## src/rtl/ps2_tx.sv

```systemverilog
// ps2_tx: host-to-device PS/2 transmitter. Sends one command byte to the device
// over the open-drain PS/2 clock/data pair and reports ACK (tx_done) or
// NACK/timeout (tx_err). rx_inhibit holds off the companion receiver while busy.
//
// Ports:
//   clk_sys      system clock
//   rst          synchronous active-high reset
//   tx_req       one-cycle send request, accepted only while idle
//   tx_byte      byte to send, sampled on the accepting cycle
//   tx_busy      transfer in progress (every state except idle)
//   tx_done      one-cycle pulse: device acknowledged the byte
//   tx_err       one-cycle pulse: NACK or timeout
//   rx_inhibit   mirror of tx_busy
//   ps2_clk_in   raw PS/2 clock pin (asynchronous)
//   ps2_data_in  raw PS/2 data pin (asynchronous)
//   ps2_clk_oe   1 = pull PS/2 clock low
//   ps2_data_oe  1 = pull PS/2 data low
module ps2_tx #(
    parameter int unsigned CLK_FREQ_HZ    = 50_000_000,
    parameter int unsigned INHIBIT_CYCLES = 5000,
    parameter int unsigned TIMEOUT_CYCLES = 1_000_000
) (
    input  logic       clk_sys,
    input  logic       rst,
    input  logic       tx_req,
    input  logic [7:0] tx_byte,
    output logic       tx_busy,
    output logic       tx_done,
    output logic       tx_err,
    output logic       rx_inhibit,
    input  logic       ps2_clk_in,
    input  logic       ps2_data_in,
    output logic       ps2_clk_oe,
    output logic       ps2_data_oe
);

    if (CLK_FREQ_HZ == 0 || INHIBIT_CYCLES < 2 || TIMEOUT_CYCLES < 2) begin : g_bad_params
        $error("ps2_tx: CLK_FREQ_HZ must be nonzero, INHIBIT/TIMEOUT_CYCLES at least 2");
    end

    localparam int unsigned InhW = $clog2(INHIBIT_CYCLES);
    localparam int unsigned TmrW = $clog2(TIMEOUT_CYCLES + 1);

    // The INHIBIT state covers all but the last low-clock cycle; START supplies
    // that final cycle with the start bit already on the data line.
    localparam logic [InhW-1:0] InhLast = InhW'(INHIBIT_CYCLES - 2);
    localparam logic [TmrW-1:0] TmoLast = TmrW'(TIMEOUT_CYCLES - 1);
    localparam logic [TmrW-1:0] TmoMax  = TmrW'(TIMEOUT_CYCLES);

    typedef enum logic [2:0] {
        StIdle,
        StInhibit,
        StStart,
        StSend,
        StWaitAck,
        StWaitRel,
        StDone,
        StErr
    } state_e;

    // Input synchronizers; reset to the idle-high bus level so no false fall.
    logic clk_s1_q, clk_s2_q, clk_prev_q;
    logic data_s1_q, data_s2_q;
    logic fall;

    always_ff @(posedge clk_sys) begin
        if (rst) begin
            clk_s1_q   <= 1'b1;
            clk_s2_q   <= 1'b1;
            clk_prev_q <= 1'b1;
            data_s1_q  <= 1'b1;
            data_s2_q  <= 1'b1;
        end else begin
            clk_s1_q   <= ps2_clk_in;
            clk_s2_q   <= clk_s1_q;
            clk_prev_q <= clk_s2_q;
            data_s1_q  <= ps2_data_in;
            data_s2_q  <= data_s1_q;
        end
    end

    assign fall = clk_prev_q & ~clk_s2_q;

    state_e          state_q;
    logic [8:0]      shift_q;      // {parity, data}, shifted out LSB first
    logic [3:0]      bit_cnt_q;
    logic [InhW-1:0] inh_cnt_q;
    logic [TmrW-1:0] timer_q;
    logic            busy_q, done_q, err_q, clk_oe_q, data_oe_q;
    logic            timed;
    logic            timeout_hit;

    assign timed       = (state_q == StSend) || (state_q == StWaitAck) || (state_q == StWaitRel);
    // Fires on the edge where the elapsed count reaches TIMEOUT_CYCLES.
    assign timeout_hit = (timer_q >= TmoLast);

    always_ff @(posedge clk_sys) begin
        if (rst) begin
            state_q   <= StIdle;
            shift_q   <= '0;
            bit_cnt_q <= '0;
            inh_cnt_q <= '0;
            timer_q   <= '0;
            busy_q    <= 1'b0;
            done_q    <= 1'b0;
            err_q     <= 1'b0;
            clk_oe_q  <= 1'b0;
            data_oe_q <= 1'b0;
        end else if (timed && timeout_hit) begin
            clk_oe_q  <= 1'b0;
            data_oe_q <= 1'b0;
            err_q     <= 1'b1;
            state_q   <= StErr;
        end else begin
            if (timed && (timer_q != TmoMax)) begin
                timer_q <= timer_q + TmrW'(1);
            end
            case (state_q)
                StIdle: begin
                    clk_oe_q  <= 1'b0;
                    data_oe_q <= 1'b0;
                    if (tx_req) begin
                        shift_q   <= {~^tx_byte, tx_byte};
                        inh_cnt_q <= '0;
                        clk_oe_q  <= 1'b1;
                        busy_q    <= 1'b1;
                        state_q   <= StInhibit;
                    end
                end
                StInhibit: begin
                    if (inh_cnt_q == InhLast) begin
                        data_oe_q <= 1'b1;
                        state_q   <= StStart;
                    end else begin
                        inh_cnt_q <= inh_cnt_q + InhW'(1);
                    end
                end
                StStart: begin
                    clk_oe_q  <= 1'b0;
                    timer_q   <= '0;
                    bit_cnt_q <= '0;
                    state_q   <= StSend;
                end
                StSend: begin
                    if (fall) begin
                        if (bit_cnt_q == 4'd9) begin
                            data_oe_q <= 1'b0;
                            state_q   <= StWaitAck;
                        end else begin
                            data_oe_q <= ~shift_q[0];
                            shift_q   <= {1'b0, shift_q[8:1]};
                            bit_cnt_q <= bit_cnt_q + 4'd1;
                        end
                    end
                end
                StWaitAck: begin
                    if (fall) begin
                        if (data_s2_q) begin
                            err_q   <= 1'b1;
                            state_q <= StErr;
                        end else begin
                            state_q <= StWaitRel;
                        end
                    end
                end
                StWaitRel: begin
                    if (clk_s2_q && data_s2_q) begin
                        done_q  <= 1'b1;
                        state_q <= StDone;
                    end
                end
                StDone: begin
                    done_q  <= 1'b0;
                    busy_q  <= 1'b0;
                    state_q <= StIdle;
                end
                StErr: begin
                    err_q     <= 1'b0;
                    busy_q    <= 1'b0;
                    clk_oe_q  <= 1'b0;
                    data_oe_q <= 1'b0;
                    state_q   <= StIdle;
                end
                default: begin
                    busy_q    <= 1'b0;
                    clk_oe_q  <= 1'b0;
                    data_oe_q <= 1'b0;
                    state_q   <= StIdle;
                end
            endcase
        end
    end

    assign tx_busy     = busy_q;
    assign rx_inhibit  = busy_q;
    assign tx_done     = done_q;
    assign tx_err      = err_q;
    assign ps2_clk_oe  = clk_oe_q;
    assign ps2_data_oe = data_oe_q;

endmodule

```

## config.mk

```make
export PLATFORM = sky130hd
export DESIGN_NAME = ps2_tx
export DESIGN_NICKNAME = d
export VERILOG_FILES = /design/src/rtl/ps2_tx.sv
export SDC_FILE = /design/constraint.sdc
export NUM_CORES = 1
export LEC_CHECK = 0
export ABC_AREA = 1
export CAP_MARGIN = 30
export CORE_UTILIZATION = 55
export CTS_BUF_LIST = sky130_fd_sc_hd__clkbuf_16
export DETAILED_ROUTE_END_ITERATION = 16
export MAX_ROUTING_LAYER = met4
export PLACE_DENSITY = 0.74
export SYNTH_ARGS = -nofsm -noshare
export SYNTH_HDL_FRONTEND = slang
export SYNTH_SLANG_ARGS = --single-unit
```

## constraint.sdc

```tcl
create_clock -name clk_sys -period 2.2 [get_ports clk_sys]
set_clock_uncertainty 0.1 [all_clocks]
set_input_delay 0.33 -clock clk_sys [delete_from_list [all_inputs] [get_ports clk_sys]]
set_output_delay 0.33 -clock clk_sys [all_outputs]
set_load 0.02 [all_outputs]
```

==> results of run 1 <==
metal layers:
metal  wire length (um)  up-vias  share of wire
li1                   -     1957              -
met1               4060     1759           0.45
met2               4220      131           0.47
met3                597       19          0.066
met4                150        0          0.017
met5                  0        -              0
metrics by stage:
| stage | util | std cells | total power [W] | worst slack, ns | instance area (um2) |
|---|---|---|---|---|---|
| global placement | 0.618 | 683 | 0.00289 | 0.295 | 4010 |
| global route | 0.667 | 699 | 0.00471 | 0.0108 | 4330 |
| CTS | 0.665 | 699 | 0.00442 | 0.165 | 4320 |
| finish | 0.667 | 699 | 0.00443 | 0.214 | 4330 |
| floorplan | - | 600 | 0.00262 | 0.488 | 3790 |
| detailed placement | 0.618 | 683 | 0.00294 | 0.185 | 4010 |
final timing paths:
| path | startpoint | end | slack [ns] | cells past startpoint |
|---|---|---|---|---|
| max reg2reg | timer_q[0] | timer_q[13] | 0.21 | 10 |
| max | timer_q[0] | timer_q[13] | 0.21 | 10 |
| min reg2reg | clk_s1_q | clk_s2_q | 0.31 | 1 |
| min | clk_s1_q | clk_s2_q | 0.31 | 1 |
flip-flops by register name (all words and copies together), names as in the netlist:
signal,cells
bit_cnt_q,4
clk_prev_q,1
clk_s1_q,1
clk_s2_q,1
data_s1_q,1
data_s2_q,1
inh_cnt_q,13
ps2_clk_oe,1
ps2_data_oe,1
rx_inhibit,1
shift_q,9
state_q,3
timer_q,20
tx_done,1
tx_err,1
layout make-up:
class / count / area (um2) / area share
tap: 77 / 96.3 / 0.0222
sequential: 59 / 1180 / 0.273
multi-input combinational: 456 / 2240 / 0.517
clock inverter: 7 / 85.1 / 0.0196
inverter: 60 / 225 / 0.0520
timing repair buffer: 31 / 278 / 0.0641
clock buffer: 9 / 225 / 0.0520
worst register-to-register path: stages, from the launching register on:
cell and delay (ns):
dfxtp_1 0.38, ha_1 0.26, nand3_1 0.13, nor2_1 0.13, nand3_1 0.10, nand3_2 0.14, nand2_4 0.17, nand2_8 0.19
inv_1 0.11, nand2_1 0.09, a21oi_1 0.06
Yosys cell counts, drive strengths merged (5+ instances only):
master | n | share of area
clkbuf | 9 | 0.0089
nand3 | 47 | 0.068
or2 | 6 | 0.0099
ha | 6 | 0.020
buf | 16 | 0.032
nor2 | 96 | 0.099
xnor2 | 7 | 0.016
xor2 | 18 | 0.042
nand4 | 28 | 0.046
nor3 | 5 | 0.0066
a21oi | 42 | 0.056
dfxtp | 59 | 0.31
inv | 59 | 0.058
o21ai | 17 | 0.022
nand2 | 173 | 0.18
power by group through the flow:
stage                     Sequential, W  Clock, W  Combinational (W)
final                           0.00138   0.00146            0.00159
after floorplan                 0.00138         0            0.00124
after global routing            0.00141   0.00152            0.00178
after detailed placement        0.00140         0            0.00155
after CTS                       0.00138   0.00149            0.00156
after global placement          0.00139         0            0.00150
cell families (layout without fill, tap and decap cells):
group           Yosys count  count (layout)  synth area share
fa+ha+maj                 6               6            0.0198
compound gates           65              65            0.0917
xor+xnor                 25              25            0.0577
flops                    59              59             0.311
simple gates            360             360             0.419
buf+inv                  85             107             0.100
timing repair:
action                     4_1_cts  5_1_grt
hold buffers                     0        0
gates resized for setup          0        1
setup endpoints to repair        0        3
==> results.json, run 1 <==
{
  "syn_avg_cell_area_um2": 6.32,
  "irDropWorstVdd_mv": 0.667,
  "critical_path.top_delay_family": "simple AND/OR/NAND/NOR gates",
  "cts_tree": "yes",
  "p_per_area_mw_per_mm2": 1020,
  "place_congestion": 0.950,
  "ys.flop_type": "dfxtp_1",
  "row_count": 29,
  "yosysWarnings": 0,
  "first_pass_iters": 6,
  "ys_types": 35,
  "clk_pin_slew_ns": 0.05,
  "status": "completed",
  "grt_use_met1": 0.339,
  "place.port_buffers": 18,
  "die_h_um": 85.0,
  "cpMaxStageDelayCell": "dfxtp_1",
  "cp.required_ns": 2.30,
  "combPwrFrac": 0.358,
  "yosysSeqAreaShare": 0.311,
  "grtUsageMet2": 0.450,
  "mostFrequentLayoutCells": "nand2_1, nor2_1, inv_1, dfxtp_1, nand3_1",
  "synth_nets": 619,
  "final_common_cell": "nand2_1",
  "drt_iter0_markers": 316,
  "htree_levels": 3,
  "final.min_clock_period_ns": 1.99,
  "clock_sinks": 59,
  "seq_power_share": 0.311,
  "num_vias": 3866,
  "fin_nets": 636,
  "netSwitchingFraction": 0.380,
  "grt_setup_unrepaired": "no",
  "grt-ovfl-total": 0,
  "crit_path_max_incr_delay_ns": 0.38,
  "dpl.hpwl_um": 6220,
  "clock.fmax_mhz": 503,
  "grt_max_degree": 33,
  "p_switching_w": 0.00169,
  "synth_area_mm2": 0.00379,
  "clk_latency_ns": 0.33,
  "track_usage": 0.278,
  "dieArea_mm2": 0.00723,
  "hold_path.class": "reg -> reg",
  "critPathCaptureType": "flop",
  "fillers": 578,
  "tns_ns": 0,
  "fin_crit_sh": 0.903,
  "cp-start-kind": "flop",
  "setup_violations": 0,
  "io_pins": 19,
  "finalMaxSlewViolations": 0,
  "grt_pass1_wl_um": 15800,
  "routed_via_density": 5.53,
  "wl_per_cell_um": 12.9,
  "holdWs_ns": 0.308,
  "synthCells": 600,
  "clkPwrFrac": 0.330,
  "tightest_slew_ns": 0.378,
  "grtUsageMet3": 0.0671,
  "async_reset_ff_frac": 0,
  "p_int_w": 0.00275,
  "cts_root_buffer": "clkbuf_16",
  "slew_headroom": 0.748,
  "path_buf_inv": 1,
  "n_antenna_cell": 0,
  "synth_edf_count": 0,
  "path_common_cell": "nand3_1",
  "drv_cap": 0,
  "antenna_found_initial": 0,
  "fp.coreArea_mm2": 0.00649,
  "routed_wl_um": 9030,
  "path_class": "reg -> reg",
  "critical_path.cell_chain": "ha_1 > nand3_1 > nor2_1 > nand3_1 > nand3_2 > nand2_4 > nand2_8 > inv_1 > nand2_1 > a21oi_1",
  "arrival_ns": 2.09,
  "finalHoldViolCount": 0,
  "final_layout_size_suffix_gt1_frac": 0.0772,
  "start_util": 0.584,
  "syn_to_final_growth_pct": 14.2,
  "grt_busiest_layer": "met2",
  "cts_buffers": 9,
  "grt_pass1_vias": 3583,
  "die_w_um": 85.0,
  "drcViolationCount": 0,
  "ys_ff_latch": 59,
  "ant_nets": 0,
  "post_cts_buffers": 0,
  "clock_path_buffers": 2,
  "p_leak_nw": 1.81,
  "cp_max_fo": 21
}
No activity file was read; power rests on OpenSTA's default activity.
==> run 2, diff against run 1 <==
--- a/config.mk
+++ b/config.mk
@@ -7,11 +7,11 @@
 export LEC_CHECK = 0
 export ABC_AREA = 1
 export CAP_MARGIN = 30
-export CORE_UTILIZATION = 55
-export CTS_BUF_LIST = sky130_fd_sc_hd__clkbuf_16
+export CORE_UTILIZATION = 60
 export DETAILED_ROUTE_END_ITERATION = 16
 export MAX_ROUTING_LAYER = met4
-export PLACE_DENSITY = 0.74
+export PLACE_DENSITY = 0.8
 export SYNTH_ARGS = -nofsm -noshare
 export SYNTH_HDL_FRONTEND = slang
 export SYNTH_SLANG_ARGS = --single-unit
+export TNS_END_PERCENT = 30
==> run 2 against run 1 <==
  * Clock-buffer cell count stayed put
  * Non-clock buffer count is 1 lower
  * Worst setup slack got worse by 0.068 ns
  * Cell area fell by 2.4%
  * Die area decreased by 8.1%
  * Via count grew 0.72%
  * Wire length down 0.56%
  * Hold slack better by 0.0054 ns
  * Core utilization is 3.4 points higher
==> results.json, run 2 (synthesis gave the netlist of run 1 again) <==
{
  "status": "completed",
  "path_buf_inv": 1,
  "antenna_found_initial": 0,
  "timing.final.ws_setup_ns": 0.146,
  "routed_wl_um": 8980,
  "arrival_ns": 2.19,
  "final.min_clock_period_ns": 2.05,
  "stdcell_count": 696,
  "cp-startpoint": "timer_q[0]",
  "first_pass_iters": 6,
  "dp.cells": 680,
  "drt_iter0_markers": 353,
  "io_pins": 19,
  "r2r_cells": 10,
  "final_core_util": 0.701,
  "cts_root_buffer": "clkbuf_8",
  "cp-start-kind": "flop",
  "grtUsageMet2": 0.492,
  "setup_violations": 0,
  "routed_via_density": 5.59,
  "num_vias": 3894,
  "htree_levels": 3,
  "grt_setup_unrepaired": "yes",
  "finalHoldViolCount": 0,
  "path_class": "reg -> reg",
  "fin_crit_sh": 0.934,
  "finalMaxSlewViolations": 0,
  "fillers": 521,
  "track_usage": 0.295,
  "reg_top3": "timer_q (20), inh_cnt_q (13), shift_q (9)",
  "crit_cells": 10,
  "rr_endpoint": "timer_q[14]",
  "p_total_w": 0.00406,
  "wl_per_cell_um": 12.9,
  "fin_nets": 635,
  "clock.fmax_mhz": 487,
  "grtUsageMet3": 0.0767,
  "r2r_slack_ns": 0.15,
  "die_h_um": 81.5,
  "cpMaxStageDelayCell": "dfxtp_1",
  "regToRegStartpoint": "timer_q[0]",
  "n_antenna_cell": 0,
  "fp.coreArea_mm2": 0.00603,
  "p_leak_nw": 1.75,
  "tightest_slew_ns": 0.462,
  "place_ws_ns": 0.176,
  "critical_path.top_delay_family": "simple AND/OR/NAND/NOR gates",
  "largest_register": "timer_q",
  "hold_path.class": "reg -> reg",
  "dpl.hpwl_um": 6210,
  "grt_pass1_vias": 3482,
  "endpoint": "timer_q[14]",
  "grt_pass1_wl_um": 14800,
  "clk_latency_ns": 0.35,
  "critPathCaptureType": "flop",
  "grt_use_met1": 0.342,
  "place_congestion": 0.945,
  "cp.required_ns": 2.34,
  "critical_path.cell_chain": "ha_1 > nand3_1 > nor2_1 > nand3_1 > nand3_2 > nand2_4 > nand2_4 > inv_1 > nand2_1 > a21oi_1",
  "drcViolationCount": 0,
  "dieArea_mm2": 0.00664,
  "row_count": 28,
  "ant_nets": 0,
  "ctsResizeCount": 0,
  "drv_cap": 0,
  "grt-ovfl-total": 0,
  "clock_sinks": 59,
  "start_util": 0.629,
  "mostFrequentLayoutCells": "nand2_1, nor2_1, dfxtp_1, inv_1, nand3_1",
  "place.port_buffers": 18,
  "cp_max_fo": 21,
  "holdWs_ns": 0.313,
  "cts_buffers": 9,
  "irDropWorstVdd_mv": 0.765,
  "largest_reg_flops": 20,
  "crit_path_max_incr_delay_ns": 0.39,
  "clock_path_buffers": 2,
  "clk_pin_slew_ns": 0.07,
  "syn_to_final_growth_pct": 11.4,
  "cts_tree": "yes",
  "grt_busiest_layer": "met2",
  "slew_headroom": 0.692,
  "final_common_cell": "nand2_1",
  "grt_max_degree": 24,
  "final_layout_size_suffix_gt1_frac": 0.0805,
  "die_w_um": 81.5,
  "p_per_area_mw_per_mm2": 961
}
run 2: where the power goes:
group	internal (W)	switching [W]	leakage, nW
combinational	0.000502	0.00103	1.17
sequential	0.00124	0.000152	0.481
clock	0.000645	0.000489	0.102
run 2: routing by layer:
metal	vias to the layer above	wire length, um	part of all wire
li1	1953	-	-
met1	1760	3940	0.44
met2	159	4250	0.47
met3	22	635	0.071
met4	0	146	0.016
met5	-	0	0
run 2: stage by stage:
stage	instance area [um2]	TNS (ns)
2_1_floorplan	3790	0
3_3_place_gp	4000	0
3_5_place_dp	4000	0
4_1_cts	4230	0
5_1_grt	4230	-0.0464
6_report	4230	0
run 2: how the worst min path moves through the flow:
| stage | cells past startpoint | end | slack [ns] | startpoint |
|---|---|---|---|---|
| 2_1_floorplan | 1 | clk_s2_q | 0.29 | clk_s1_q |
| 3_3_place_gp | 1 | clk_s2_q | 0.29 | clk_s1_q |
| 3_5_place_dp | 1 | data_s2_q | 0.30 | data_s1_q |
| 4_1_cts | 1 | data_s2_q | 0.32 | data_s1_q |
| 5_1_grt | 1 | data_s2_q | 0.33 | data_s1_q |
| 6_report | 1 | data_s2_q | 0.31 | data_s1_q |
run 2: cell type report:
cell class	count	area [um2]	area share
sequential	59	1180	0.280
inverter	60	225	0.0533
tap	75	93.8	0.0222
clock inverter	7	100	0.0237
clock buffer	9	124	0.0293
multi-input combinational	456	2230	0.528
timing repair buffer	30	270	0.0640
run 2: repair_timing:
item	CTS	global route
hold buffers	0	0
endpoints found under the setup margin	0	3
hold endpoints to repair	0	0
buffers inserted	0	0
==> run 3, diff against run 2 <==
--- a/config.mk
+++ b/config.mk
@@ -9,8 +9,9 @@
 export CAP_MARGIN = 30
 export CORE_UTILIZATION = 60
 export DETAILED_ROUTE_END_ITERATION = 16
+export DONT_BUFFER_PORTS = 1
 export MAX_ROUTING_LAYER = met4
-export PLACE_DENSITY = 0.8
+export PLACE_DENSITY = 0.76
 export SYNTH_ARGS = -nofsm -noshare
 export SYNTH_HDL_FRONTEND = slang
 export SYNTH_SLANG_ARGS = --single-unit
==> run 3 against run 2 <==
  * Clock power hardly changed
  * Clock-buffer cell count grew 3
  * Non-clock buffer count shrank 17
  * Worst setup slack better by 0.033 ns
  * First-iteration DRC count decreased by 10%
  * Global-route usage grew 0.065 points
  * Critical path type unchanged
  * Highest routed layer unchanged
==> results.json, run 3 (synthesis gave the netlist of run 1 again) <==
{
  "routed_via_density": 5.48,
  "dieArea_mm2": 0.00664,
  "grt_pass1_wl_um": 14800,
  "clock.fmax_mhz": 495,
  "grt_setup_unrepaired": "yes",
  "irDropWorstVdd_mv": 0.639,
  "final_common_cell": "nand2_1",
  "clk_latency_ns": 0.34,
  "ant_nets": 0,
  "antenna_found_initial": 0,
  "mostFrequentLayoutCells": "nand2_1, nor2_1, dfxtp_1, inv_1, nand3_1",
  "grt_max_degree": 38,
  "crit_path_max_incr_delay_ns": 0.35,
  "clock_sinks": 59,
  "first_pass_iters": 5,
  "stdcell_count": 679,
  "fin_nets": 618,
  "n_antenna_cell": 0,
  "fp.coreArea_mm2": 0.00603,
  "num_vias": 3720,
  "regToRegStartpoint": "timer_q[0]",
  "start_util": 0.629,
  "r2r_cells": 9,
  "critPathCaptureType": "flop",
  "largest_reg_flops": 20,
  "final.min_clock_period_ns": 2.02,
  "status": "completed",
  "r2r_slack_ns": 0.18,
  "finalMaxSlewViolations": 0,
  "place_ws_ns": 0.180,
  "slew_headroom": 0.616,
  "io_pins": 19,
  "final_layout_size_suffix_gt1_frac": 0.0811,
  "timing.final.ws_setup_ns": 0.178,
  "cts_root_buffer": "clkbuf_8",
  "cp-startpoint": "timer_q[0]",
  "holdWs_ns": 0.0457,
  "grt-ovfl-total": 0,
  "finalHoldViolCount": 0,
  "track_usage": 0.296,
  "drv_cap": 0,
  "cp_max_fo": 20,
  "tns_ns": 0,
  "tightest_slew_ns": 0.573,
  "die_w_um": 81.5,
  "row_count": 28,
  "place_congestion": 0.960,
  "arrival_ns": 2.19,
  "reg_top3": "timer_q (20), inh_cnt_q (13), shift_q (9)",
  "wl_per_cell_um": 12.9,
  "p_per_area_mw_per_mm2": 980,
  "fin_crit_sh": 0.919,
  "path_class": "reg -> reg",
  "cpMaxStageDelayCell": "dfxtp_1",
  "routed_wl_um": 8750,
  "endpoint": "inh_cnt_q[9]",
  "rr_endpoint": "inh_cnt_q[9]",
  "cp.required_ns": 2.37,
  "die_h_um": 81.5,
  "cp-start-kind": "flop",
  "cts_tree": "yes",
  "drt_iter0_markers": 317,
  "p_total_w": 0.00401,
  "place.port_buffers": 0,
  "drcViolationCount": 0,
  "fillers": 547,
  "largest_register": "timer_q",
  "syn_to_final_growth_pct": 7.75,
  "hold_path.class": "in -> reg",
  "cts_buffers": 9,
  "dpl.hpwl_um": 6150,
  "dp.cells": 660,
  "p_leak_nw": 1.70,
  "htree_levels": 3,
  "clock_path_buffers": 2,
  "path_common_cell": "nand3_1",
  "critical_path.cell_chain": "ha_1 > nand3_1 > nor2_1 > nand3_1 > nand3_2 > nand2_4 > buf_4 > nand4_1 > a21oi_1",
  "clk_pin_slew_ns": 0.07,
  "setup_violations": 0,
  "grt_pass1_vias": 3360
}
[run 3: cell count changes in the layout (fill, tap and decap cells not counted), moves of 2 or more]
cell	change
buf_4	-2
clkbuf_8	+2
clkdlybuf4s50_1	-18
clkinvlp_4	-2
dlygate4sd3_1	+2
inv_6	-2
[run 3: final cells by class]
cell class | instances | area, um2 | share of cell area
multi-input cells | 456 | 2240 | 0.549
flip-flops and latches | 59 | 1180 | 0.289
inverters | 60 | 225 | 0.0551
clock buffers | 12 | 155 | 0.0380
repair buffers | 13 | 115 | 0.0282
well taps | 75 | 93.8 | 0.0230
clock inverters | 4 | 72.6 | 0.0178
[run 3: per-layer routing]
layer	track usage	vias to the layer above	part of all wire	wire, um
li1	-	1918	-	-
met1	0.363	1693	0.47	4100
met3	0.0578	16	0.050	434
met2	0.469	93	0.46	4020
met4	0.129	0	0.021	187
met5	-	-	0	0
[run 3: worst min path at each step]
stage | cells after the start | end | startpoint
3_3_place_gp | 1 | clk_s2_q | clk_s1_q
5_1_grt | 2 | state_q[0] | rst
3_5_place_dp | 1 | clk_s2_q | clk_s1_q
4_1_cts | 2 | state_q[0] | rst
6_report | 2 | state_q[0] | rst
2_1_floorplan | 1 | clk_s2_q | clk_s1_q
[run 3: worst max-delay path: cells and delay by family, from the launching register on]
kind	cells	cell delay, ns
AND/OR/NAND/NOR	6	0.78
adder cells (fa/ha/maj)	1	0.26
buffers and inverters	1	0.28
flip-flops	1	0.35
AO/OA/AOI/OAI	1	0.18
[run 3: power by group]
group	switching (W)	internal (W)	total [W]
sequential	0.000182	0.00124	0.00142
combinational	0.000971	0.000457	0.00143
clock	0.000455	0.000698	0.00115
total	0.00161	0.00240	0.00401
[run 3: timing repair]
action                                 4_1_cts  5_1_grt
setup endpoints to repair                    0        6
gates resized for setup                      0        2
buffers inserted                             0        0
endpoints found under the hold margin       37        0
hold buffers                                 3        0
[run 3: metrics by stage]
step / util / area [um2]
2_1_floorplan: - / 3790
3_3_place_gp: 0.632 / 3810
3_5_place_dp: 0.632 / 3810
4_1_cts: 0.676 / 4070
5_1_grt: 0.678 / 4090
6_report: 0.678 / 4090
